===== src/rtl/processor_pkg.sv =====
// Shared definitions for the lab processor: FSM states, opcodes, ALU codes
// and instruction-register field positions.
package processor_pkg;

  typedef enum logic [3:0] {
    S_INIT   = 4'd0,
    S_FETCH  = 4'd1,
    S_DECODE = 4'd2,
    S_NOOP   = 4'd3,
    S_LOAD_A = 4'd4,
    S_LOAD_B = 4'd5,
    S_STORE  = 4'd6,
    S_ADD    = 4'd7,
    S_SUB    = 4'd8,
    S_HALT   = 4'd9
  } state_t;

  typedef enum logic [3:0] {
    OP_NOOP  = 4'h0,
    OP_STORE = 4'h1,
    OP_LOAD  = 4'h2,
    OP_ADD   = 4'h3,
    OP_SUB   = 4'h4,
    OP_HALT  = 4'h5
  } opcode_t;

  typedef enum logic [2:0] {
    ALU_ZERO = 3'd0,
    ALU_ADD  = 3'd1,
    ALU_SUB  = 3'd2
  } alu_t;

  localparam int IR_OP_HI = 15;
  localparam int IR_OP_LO = 12;
  localparam int IR_DA_HI = 11;
  localparam int IR_DA_LO = 4;
  localparam int IR_RA_HI = 11;
  localparam int IR_RA_LO = 8;
  localparam int IR_RB_HI = 7;
  localparam int IR_RB_LO = 4;
  localparam int IR_RD_HI = 3;
  localparam int IR_RD_LO = 0;

  // Unassigned opcodes fall through to NOOP.
  function automatic state_t exec_state(input logic [3:0] opcode);
    case (opcode)
      OP_STORE: return S_STORE;
      OP_LOAD:  return S_LOAD_A;
      OP_ADD:   return S_ADD;
      OP_SUB:   return S_SUB;
      OP_HALT:  return S_HALT;
      default:  return S_NOOP;
    endcase
  endfunction

endpackage


===== src/rtl/program_counter.sv =====
// Program counter: synchronous clear, increment, natural PC_W-bit wrap.
module program_counter #(
  parameter int PC_W = 8
) (
  input  logic            clk,
  input  logic            rst_n,
  input  logic            clr,
  input  logic            inc,
  output logic [PC_W-1:0] pc
);

  always_ff @(posedge clk or negedge rst_n) begin
    if (!rst_n) begin
      pc <= '0;
    end else if (clr) begin
      pc <= '0;
    end else if (inc) begin
      pc <= pc + PC_W'(1);
    end
  end

endmodule


===== src/rtl/control_unit.sv =====
// Instruction-sequencing FSM: owns the IR, drives the PC and produces
// register-file, data-memory and ALU controls as Moore outputs.
module control_unit
  import processor_pkg::*;
#(
  parameter int PC_W = 8,
  parameter int DA_W = 8
) (
  input  logic            Clk,
  input  logic            Rst,
  input  logic [15:0]     IM_data,
  output logic [PC_W-1:0] IM_addr,
  output logic [DA_W-1:0] D_addr,
  output logic            D_wr,
  output logic            RF_s,
  output logic [3:0]      RF_W_addr,
  output logic            RF_W_en,
  output logic [3:0]      RF_Ra_addr,
  output logic            RF_Ra_en,
  output logic [3:0]      RF_Rb_addr,
  output logic            RF_Rb_en,
  output logic [2:0]      ALU_s,
  output logic [3:0]      State
);

  state_t          state;
  state_t          state_next;
  logic [15:0]     ir;
  logic            pc_clr;
  logic            pc_inc;
  logic [PC_W-1:0] pc;

  program_counter #(.PC_W(PC_W)) u_pc (
    .clk   (Clk),
    .rst_n (Rst),
    .clr   (pc_clr),
    .inc   (pc_inc),
    .pc    (pc)
  );

  assign pc_clr  = (state == S_INIT);
  assign pc_inc  = (state == S_FETCH);
  assign IM_addr = pc;
  assign State   = state;

  always_ff @(posedge Clk or negedge Rst) begin
    if (!Rst) begin
      state <= S_INIT;
      ir    <= '0;
    end else begin
      state <= state_next;
      if (state == S_INIT) begin
        ir <= '0;
      end else if (state == S_FETCH) begin
        ir <= IM_data;
      end
    end
  end

  always_comb begin
    state_next = state;
    D_addr     = '0;
    D_wr       = 1'b0;
    RF_s       = 1'b0;
    RF_W_addr  = '0;
    RF_W_en    = 1'b0;
    RF_Ra_addr = '0;
    RF_Ra_en   = 1'b0;
    RF_Rb_addr = '0;
    RF_Rb_en   = 1'b0;
    ALU_s      = ALU_ZERO;

    unique case (state)
      S_INIT:   state_next = S_FETCH;
      S_FETCH:  state_next = S_DECODE;
      S_DECODE: state_next = exec_state(ir[IR_OP_HI:IR_OP_LO]);
      S_NOOP:   state_next = S_FETCH;
      S_LOAD_A: begin
        state_next = S_LOAD_B;
        D_addr     = DA_W'(ir[IR_DA_HI:IR_DA_LO]);
      end
      // Memory data is valid in the second LOAD cycle; write-back happens here.
      S_LOAD_B: begin
        state_next = S_FETCH;
        D_addr     = DA_W'(ir[IR_DA_HI:IR_DA_LO]);
        RF_s       = 1'b1;
        RF_W_addr  = ir[IR_RD_HI:IR_RD_LO];
        RF_W_en    = 1'b1;
      end
      S_STORE: begin
        state_next = S_FETCH;
        D_addr     = DA_W'(ir[IR_DA_HI:IR_DA_LO]);
        RF_Ra_addr = ir[IR_RD_HI:IR_RD_LO];
        RF_Ra_en   = 1'b1;
        D_wr       = 1'b1;
      end
      S_ADD, S_SUB: begin
        state_next = S_FETCH;
        RF_Ra_addr = ir[IR_RA_HI:IR_RA_LO];
        RF_Ra_en   = 1'b1;
        RF_Rb_addr = ir[IR_RB_HI:IR_RB_LO];
        RF_Rb_en   = 1'b1;
        ALU_s      = (state == S_ADD) ? ALU_ADD : ALU_SUB;
        RF_W_addr  = ir[IR_RD_HI:IR_RD_LO];
        RF_W_en    = 1'b1;
      end
      S_HALT:   state_next = S_HALT;
      default:  state_next = S_INIT;
    endcase
  end

endmodule


===== config.mk =====
export PLATFORM = sky130hd
export DESIGN_NAME = control_unit
export DESIGN_NICKNAME = d
export VERILOG_FILES = /design/src/rtl/processor_pkg.sv /design/src/rtl/program_counter.sv /design/src/rtl/control_unit.sv
export SDC_FILE = /design/constraint.sdc
export NUM_CORES = 1
export LEC_CHECK = 0
export CORE_ASPECT_RATIO = 1.4
export CORE_MARGIN = 2
export CORE_UTILIZATION = 46
export CTS_CLUSTER_SIZE = 20
export DETAILED_ROUTE_END_ITERATION = 6
export MAX_ROUTING_LAYER = met4
export PLACE_DENSITY = 0.84
export SLEW_MARGIN = 0
export SYNTH_ARGS = -nofsm -noshare
export SYNTH_HDL_FRONTEND = slang
export SYNTH_SLANG_ARGS = --single-unit

===== constraint.sdc =====
create_clock -name Clk -period 5.3 [get_ports Clk]
set_input_delay 1.59 -clock Clk [delete_from_list [all_inputs] [get_ports Clk]]
set_output_delay 1.59 -clock Clk [all_outputs]
set_load 0.03 [all_outputs]

==> results of run 1 <==
cell families (layout without fill, tap and decap cells):
| kind of cell | after synthesis | count (layout) |
|---|---|---|
| adder cells (fa/ha/maj) | 1 | 1 |
| AND/OR/NAND/NOR | 56 | 56 |
| XOR/XNOR | 1 | 1 |
| other | 1 | 1 |
| buffers and inverters | 10 | 62 |
| AO/OA/AOI/OAI | 44 | 44 |
| flip-flops | 28 | 28 |
where the power goes:
part,internal (µW),total (µW),switching [µW]
clock,101,167,65.9
combinational,233,525,292
sequential,296,411,115
total,631,1100,473
through the flow:
stage               area [µm²]  hold slack, ns  total power, µW  util [%]  instances
finish                    2100           0.538             1100      68.4        232
global route              2100           0.559             1170      68.4        232
CTS                       2100           0.536             1110      68.4        232
detailed placement        2020           0.506              937      66.1        228
global placement          2020           0.500              913      66.1        228
floorplan                 1460           0.471              762         -        141
layer usage:
| layer | vias to the layer above | wire length, µm | track usage (%) |
|---|---|---|---|
| met2 | 70 | 1820 | 35.3 |
| li1 | 623 | - | - |
| met4 | 0 | 78 | 11.7 |
| met5 | - | 0 | - |
| met1 | 611 | 1680 | 29.9 |
| met3 | 8 | 295 | 3.80 |
registers in the layout, summed over array words and instances, names as in the netlist:
name and cells:
State 4, ir 16, u_pc.pc 8
worst max-delay path, delay by kind of cell, from the launching register on:
family,cells,cell delay [ns]
flip-flops,1,0.56
AND/OR/NAND/NOR,1,0.50
AO/OA/AOI/OAI,2,0.51
buffers and inverters,1,0.68
final timing paths:
kind / cells past startpoint / slack [ns] / start / endpoint
worst max-delay path: 4 / 1.20 / State[0] / RF_Ra_addr[0]
worst min-delay path: 1 / 0.54 / ir[9] / ir[9]
max in group asynchronous: 2 / 3.36 / Rst / ir[9]
worst max register to register: 3 / 3.34 / State[0] / ir[3]
min in group asynchronous: 2 / 1.69 / Rst / u_pc.pc[6]
worst min register to register: 1 / 0.54 / ir[9] / ir[9]
final cells by class:
cell class | count | area, µm²
fill | 228 | 967
multi-input combinational | 103 | 703
sequential | 28 | 701
timing repair buffer | 57 | 568
tap | 39 | 48.8
clock buffer | 3 | 41.3
clock inverter | 1 | 30.0
inverter | 1 | 3.75
placed cells by master, fill, tap and decap left out, drive strengths merged, types with 4 or more instances in the layout:
master         Yosys  final
and2              17     17
clkdlybuf4s50      0     56
o21ai              7      7
nand2b             6      6
nand2              8      8
dfrtp             28     28
nor2               5      5
or3                4      4
a21oi              5      5
a22o              22     22
==> summary.md, run 1 <==
| Metric | Value |
|---|---|
| RSZ-0062 raised after global routing | false |
| Main combinational cell family by area after synthesis | simple AND/OR/NAND/NOR gates |
| Worst-path cell chain | nor4b_1 > o21bai_2 > a22o_1 > clkdlybuf4s50_1 |
| H-tree depth | 1 |
| GRT Resource Usage Total | 23.3% |
| TNS Setup | 0 ns |
| Top cell type's share of synthesized area | between 40% and 50% |
| Routability Congestion | between 0.8 and 0.9 |
| Placement Rows | 24 |
| Syn_nets | 160 |
| Initial antenna violation count | 0 |
| Total grt overflow | 0 |
| CTS hold repair buffers | 0 |
| Number of synthesized register bits | 28 |
| Sequential share of the synthesized area | ~48% |
| DIE HEIGHT | 70.7 µm |
| Synth Area in Simple Gates | about a quarter |
| Ys async rst share | 100% |
| Drt via density | 5.66 |
| CTS tree | built |
| WS Path Type | register to output pin |
| Max-slew headroom | 29.5% |
| Final Hold Fails | 0 |
| Synth Area in Compound Gates | a little under a quarter |
| Post-route setup slack | between 1 and 1.5 ns |
| Ports | 58 |
| Status | complete, no violations |
| Critical path launch point type | register |
| Final period demand of the worst path | 4.10 ns |
| Adder-cell share of the synthesized area | 0.856% |
| Synth unique cells | 37 |
| Routed length per instance | between 15 and 20 µm |
| Clk buf depth | 2 |
| Critical Path RT | ~3.7 ns |
| Fmax | ~240 MHz |
| Vias in the first global route | around 1400 |
| Number of synthesized flops with an enable pin | 0 |
| Fin nets | 213 |
| Slowest stage delay, CP | between 0.6 and 0.7 ns |
| Final HPWL DP | about 2800 µm |
| Chip width | slightly above 50 µm |
| Largest net degree at the start of global routing | 32 |
| Ys flop type | dfrtp_1 |
| Synth top area cells | dfrtp_1 48%, a22o_1 13%, and2_1 7.3%, nand2b_1 2.6%, o21ai_0 2.4% |
| CP arrival | roughly 2.5 ns |
| Leak pwr | around 0.00086 µW |
| Pins Over Slew Limit | 0 |
| Worst-Skew Late Latency | 0.27 ns |
| Clock transition at path regs | around 0.090 ns |
| Final Cycle Share | between 70 and 80% |
| Leading area contributor after synthesis | dfrtp_1 |
| Initial DRC count | 31 |
| Core area | 3060 µm² |
| Clock root cell | clkbuf_8 |
| Crit. End Element | output pin |
| Vias | 1312 |
| Detailed Routing Iterations Pass 1 | 4 |
| ANT nets after route | 0 |
| Initial cell density of the core | 47.7% |
| Antenna diodes | 0 |
| Ratio of cells with drive above 1 in the final layout | under 10% |
| Crit Path Max Fanout | 16 |
| Post-CTS Setup Inserts | 0 |
| Worst Skew | about 0.0027 ns |
| Post-synthesis mux area share | 0% |
| Hold Path Class | register to register |
| Count leader, synth | dfrtp_1 |
| Maximum vdd drop | between 0.3 and 0.4 mV |
| Num CTS Buffers | 3 |
| Die area | ~3700 µm² |
| Area growth from synthesis to layout | 43.4% |
| Number of remaining DRC errors | 0 |
| I/O Buffers | 56 |
| XOR/XNOR share of the synthesized area | less than 1% |
| First-pass GRT wire length | about 6400 µm |
| Cells after synthesis | approximately 140 |
| Final setup fails | 0 |
| Cell area after synthesis | around 1500 µm² |
| Yosys warning count | 0 |
| Worst-Margin Slew | between 1 and 1.5 ns |
| Num Clock Sinks | 28 |
| Setup WS pre-CTS | between 1.5 and 2 ns |
| PwrDens | approximately 530 nW/µm² |
| Avg Cell Area, Syn | about 10 µm² |
| Synth top cells by count | 28 x dfrtp_1, 22 x a22o_1, 17 x and2_1 |
| Max-Cap Viols | 0 |
| Max stage delay cell, worst path | clkdlybuf4s50_1 |
| Post_cts resized | 0 |
| DRT Wirelength | just under 4000 µm |
No activity file was read; power rests on OpenSTA's default activity.
==> run 2, diff against run 1 <==
--- a/config.mk
+++ b/config.mk
@@ -7,11 +7,11 @@
 export LEC_CHECK = 0
 export CORE_ASPECT_RATIO = 1.4
 export CORE_MARGIN = 2
-export CORE_UTILIZATION = 46
+export CORE_UTILIZATION = 43
 export CTS_CLUSTER_SIZE = 20
 export DETAILED_ROUTE_END_ITERATION = 6
 export MAX_ROUTING_LAYER = met4
-export PLACE_DENSITY = 0.84
+export PLACE_DENSITY = 0.79
 export SLEW_MARGIN = 0
 export SYNTH_ARGS = -nofsm -noshare
 export SYNTH_HDL_FRONTEND = slang
==> constraint.sdc (replaced) <==
create_clock -name Clk -period 3.8 [get_ports Clk]
set_input_delay 1.14 -clock Clk [delete_from_list [all_inputs] [get_ports Clk]]
set_output_delay 1.14 -clock Clk [all_outputs]
set_load 0.03 [all_outputs]
==> run 2 against run 1 <==
Effect of this change:
- sequential power rose by 39%
- combinational power rose by 38%
- count of clock-buffer cells in the layout did not move
- clock skew barely moved
- hold slack got worse by 0.016 ns
- sequential share of layout area rose by 0.36 points
- via count fell by 0.30%
- worst setup slack got worse by 0.98 ns
- total power rose by 31%
- critical endpoint is now D_addr[3]
- largest cell class unchanged
- largest power group unchanged
==> summary.md, run 2 (same netlist as run 1, synthesis figures left out) <==
| Metric | Value |
|---|---|
| Drt via density | 5.64 (was 5.66) |
| Reg area | 701 µm² (unchanged) |
| Num Clock Sinks | 28 (unchanged) |
| CP arrival | 2.45 ns (was 2.51 ns) |
| Worst-Margin Slew | 1.07 ns (was 1.05 ns) |
| Status | complete, no violations (unchanged) |
| Final Cycle Share | a little over nine tenths |
| Final Hold Fails | 0 (unchanged) |
| Number of remaining DRC errors | 0 (unchanged) |
| Critical path launch point type | register (unchanged) |
| Final period demand of the worst path | roughly 3.6 ns |
| Worst Hold Slack | 0.522 ns (was 0.538 ns) |
| Crit-path leading delay family | buffers and inverters (unchanged) |
| Multi-input gate area | 709 µm² (was 703 µm²) |
| Crit path buffers/inverters | 1 (unchanged) |
| Post_cts resized | 0 (unchanged) |
| Hold Path Class | register to register (unchanged) |
| Chip width | 53.3 µm (was 51.6 µm) |
| Vias in the first global route | 1305 (was 1380) |
| TNS Setup | 0 ns (unchanged) |
| Post-CTS Setup Inserts | 0 (unchanged) |
| Maximum vdd drop | 0.355 mV (was 0.337 mV) |
| Largest net degree at the start of global routing | 32 (unchanged) |
| Placement Rows | 25 (was 24) |
| ANT nets after route | 0 (unchanged) |
| Met2 wire len | 1840 µm (was 1820 µm) |
| RSZ-0062 raised after global routing | false (unchanged) |
| Met1 wire length | 1610 µm (was 1680 µm) |
| Critical Path RT | 2.66 ns (was 3.71 ns) |
| DRT Wirelength | 3680 µm (was 3870 µm) |
| Total grt overflow | 0 (unchanged) |
| Initial DRC count | 20 (was 31) |
| Max-Cap Viols | 0 (unchanged) |
| Worst-Skew Late Latency | 0.26 ns (was 0.27 ns) |
| Met3 Wirelength | 198 µm (was 295 µm) |
| Worst-path cell chain | nand2b_1 > a21oi_1 > and2_1 > clkdlybuf4s50_1 (was nor4b_1 > o21bai_2 > a22o_1 > clkdlybuf4s50_1) |
| Clock transition at path regs | 0.09 ns (about the same) |
| Antenna diodes | 0 (unchanged) |
| Fin nets | 213 (unchanged) |
| GRT Resource Usage Total | 21.4% (was 23.3%) |
| Clk buf depth | 2 (unchanged) |
| Routed length per instance | 15.9 µm (was 16.7 µm) |
| Final setup fails | 0 (unchanged) |
| Worst Skew | 0.00303 ns (was 0.00268 ns) |
| Routability Congestion | 0.847 (was 0.857) |
| Crit Path Max Fanout | 11 (was 16) |
| Max-slew headroom | 28.4% (was 29.5%) |
| Core area | 3320 µm² (was 3060 µm²) |
| Area growth from synthesis to layout | 41.9% (was 43.4%) |
| Top layer in use | met4 (unchanged) |
| CTS tree | built (unchanged) |
| Ratio of cells with drive above 1 in the final layout | 6.25% (was 6.22%) |
| Initial antenna violation count | 0 (unchanged) |
| DIE HEIGHT | 73.0 µm (was 70.7 µm) |
| Max reg flops | 16 (unchanged) |
| Pins Over Slew Limit | 0 (unchanged) |
| Leading cell type in the layout, fill and taps excluded | clkdlybuf4s50_1 (unchanged) |
| PwrDens | 699 nW/µm² (was 527 nW/µm²) |
| Post-route setup slack | 0.213 ns (was 1.20 ns) |
| Num CTS Buffers | 3 (unchanged) |
| Leak pwr | 0.000848 µW (was 0.000862 µW) |
| Clock root cell | clkbuf_8 (unchanged) |
| Setup WS pre-CTS | 0.489 ns (was 1.52 ns) |
| Initial cell density of the core | 44.1% (was 47.7%) |
| Crit. End Element | output pin (unchanged) |
| Top reg by flops | ir (unchanged) |
| H-tree depth | 1 (unchanged) |
| CTS hold repair buffers | 0 (unchanged) |
| Slowest stage delay, CP | 0.68 ns (about the same) |
| WS Path Type | register to output pin (unchanged) |
| Detailed Routing Iterations Pass 1 | 4 (unchanged) |
| Final HPWL DP | 2760 µm (about the same) |
| Die area | 3890 µm² (was 3650 µm²) |
| I/O Buffers | 56 (unchanged) |
| Most frequent cells in the layout | 56 x clkdlybuf4s50_1, 28 x dfrtp_1, 22 x a22o_1 (unchanged) |
| First-pass GRT wire length | 6010 µm (was 6380 µm) |
| Filler instances | 275 (was 228) |
| Post-layout util | 62.5% (was 68.4%) |
| Vias | 1308 (was 1312) |
| Ports | 58 (unchanged) |
| Fmax | about 280 MHz |
| Max stage delay cell, worst path | clkdlybuf4s50_1 (unchanged) |
run 2: cell count changes in the layout (fill, tap and decap cells not counted):
| cell | change |
|---|---|
| bufinv_16 | -1 |
| nor4b_1 | -1 |
| nor4b_2 | +1 |
run 2: layout make-up:
cell class	count	share of cell area [%]
Clock buffer	3	1.99
Inverter	1	0.181
Multi-Input combinational cell	103	34.2
Sequential cell	28	33.8
Tap cell	40	2.41
Timing Repair Buffer	57	27.4
run 2: through the flow:
step           std cells  power (µW)  area (µm²)
2_1_floorplan        141        1070        1470
3_3_place_gp         229        1280        2030
3_5_place_dp         229        1310        2030
4_1_cts              232        1460        2070
5_1_grt              232        1560        2070
6_report             232        1450        2070
run 2: power by group:
group / internal, µW / switching (µW)
clock: 70.9 / 83.3
combinational: 325 / 398
sequential: 414 / 157
run 2: worst reg2reg max path, stage by stage (launching register included):
cell      delay [ns]
dfrtp_1         0.65
nand2b_1        0.16
nor3_2          0.83
a22o_1          0.28
run 2: per-layer routing:
| metal | vias up | global-route usage, % |
|---|---|---|
| li1 | 618 | - |
| met1 | 640 | 27.3 |
| met2 | 48 | 34.4 |
| met3 | 2 | 2.46 |
| met4 | 0 | 7.98 |
| met5 | - | - |
run 2: path summary, 6_finish.rpt:
check / cells past startpoint / to / slack, ns / start
worst min register to register: 1 / ir[5] / 0.52 / ir[5]
worst max register to register: 3 / ir[12] / 1.83 / State[0]
worst min-delay path: 1 / ir[5] / 0.52 / ir[5]
min in group asynchronous: 2 / u_pc.pc[3] / 1.24 / Rst
worst max-delay path: 4 / D_addr[3] / 0.21 / State[2]
max in group asynchronous: 2 / u_pc.pc[4] / 2.30 / Rst
==> run 3, diff against run 2 <==
--- a/config.mk
+++ b/config.mk
@@ -8,7 +8,6 @@
 export CORE_ASPECT_RATIO = 1.4
 export CORE_MARGIN = 2
 export CORE_UTILIZATION = 43
-export CTS_CLUSTER_SIZE = 20
 export DETAILED_ROUTE_END_ITERATION = 6
 export MAX_ROUTING_LAYER = met4
 export PLACE_DENSITY = 0.79
==> results of run 3 <==
Final layout, timing and power as in run 2 (identical DEF).
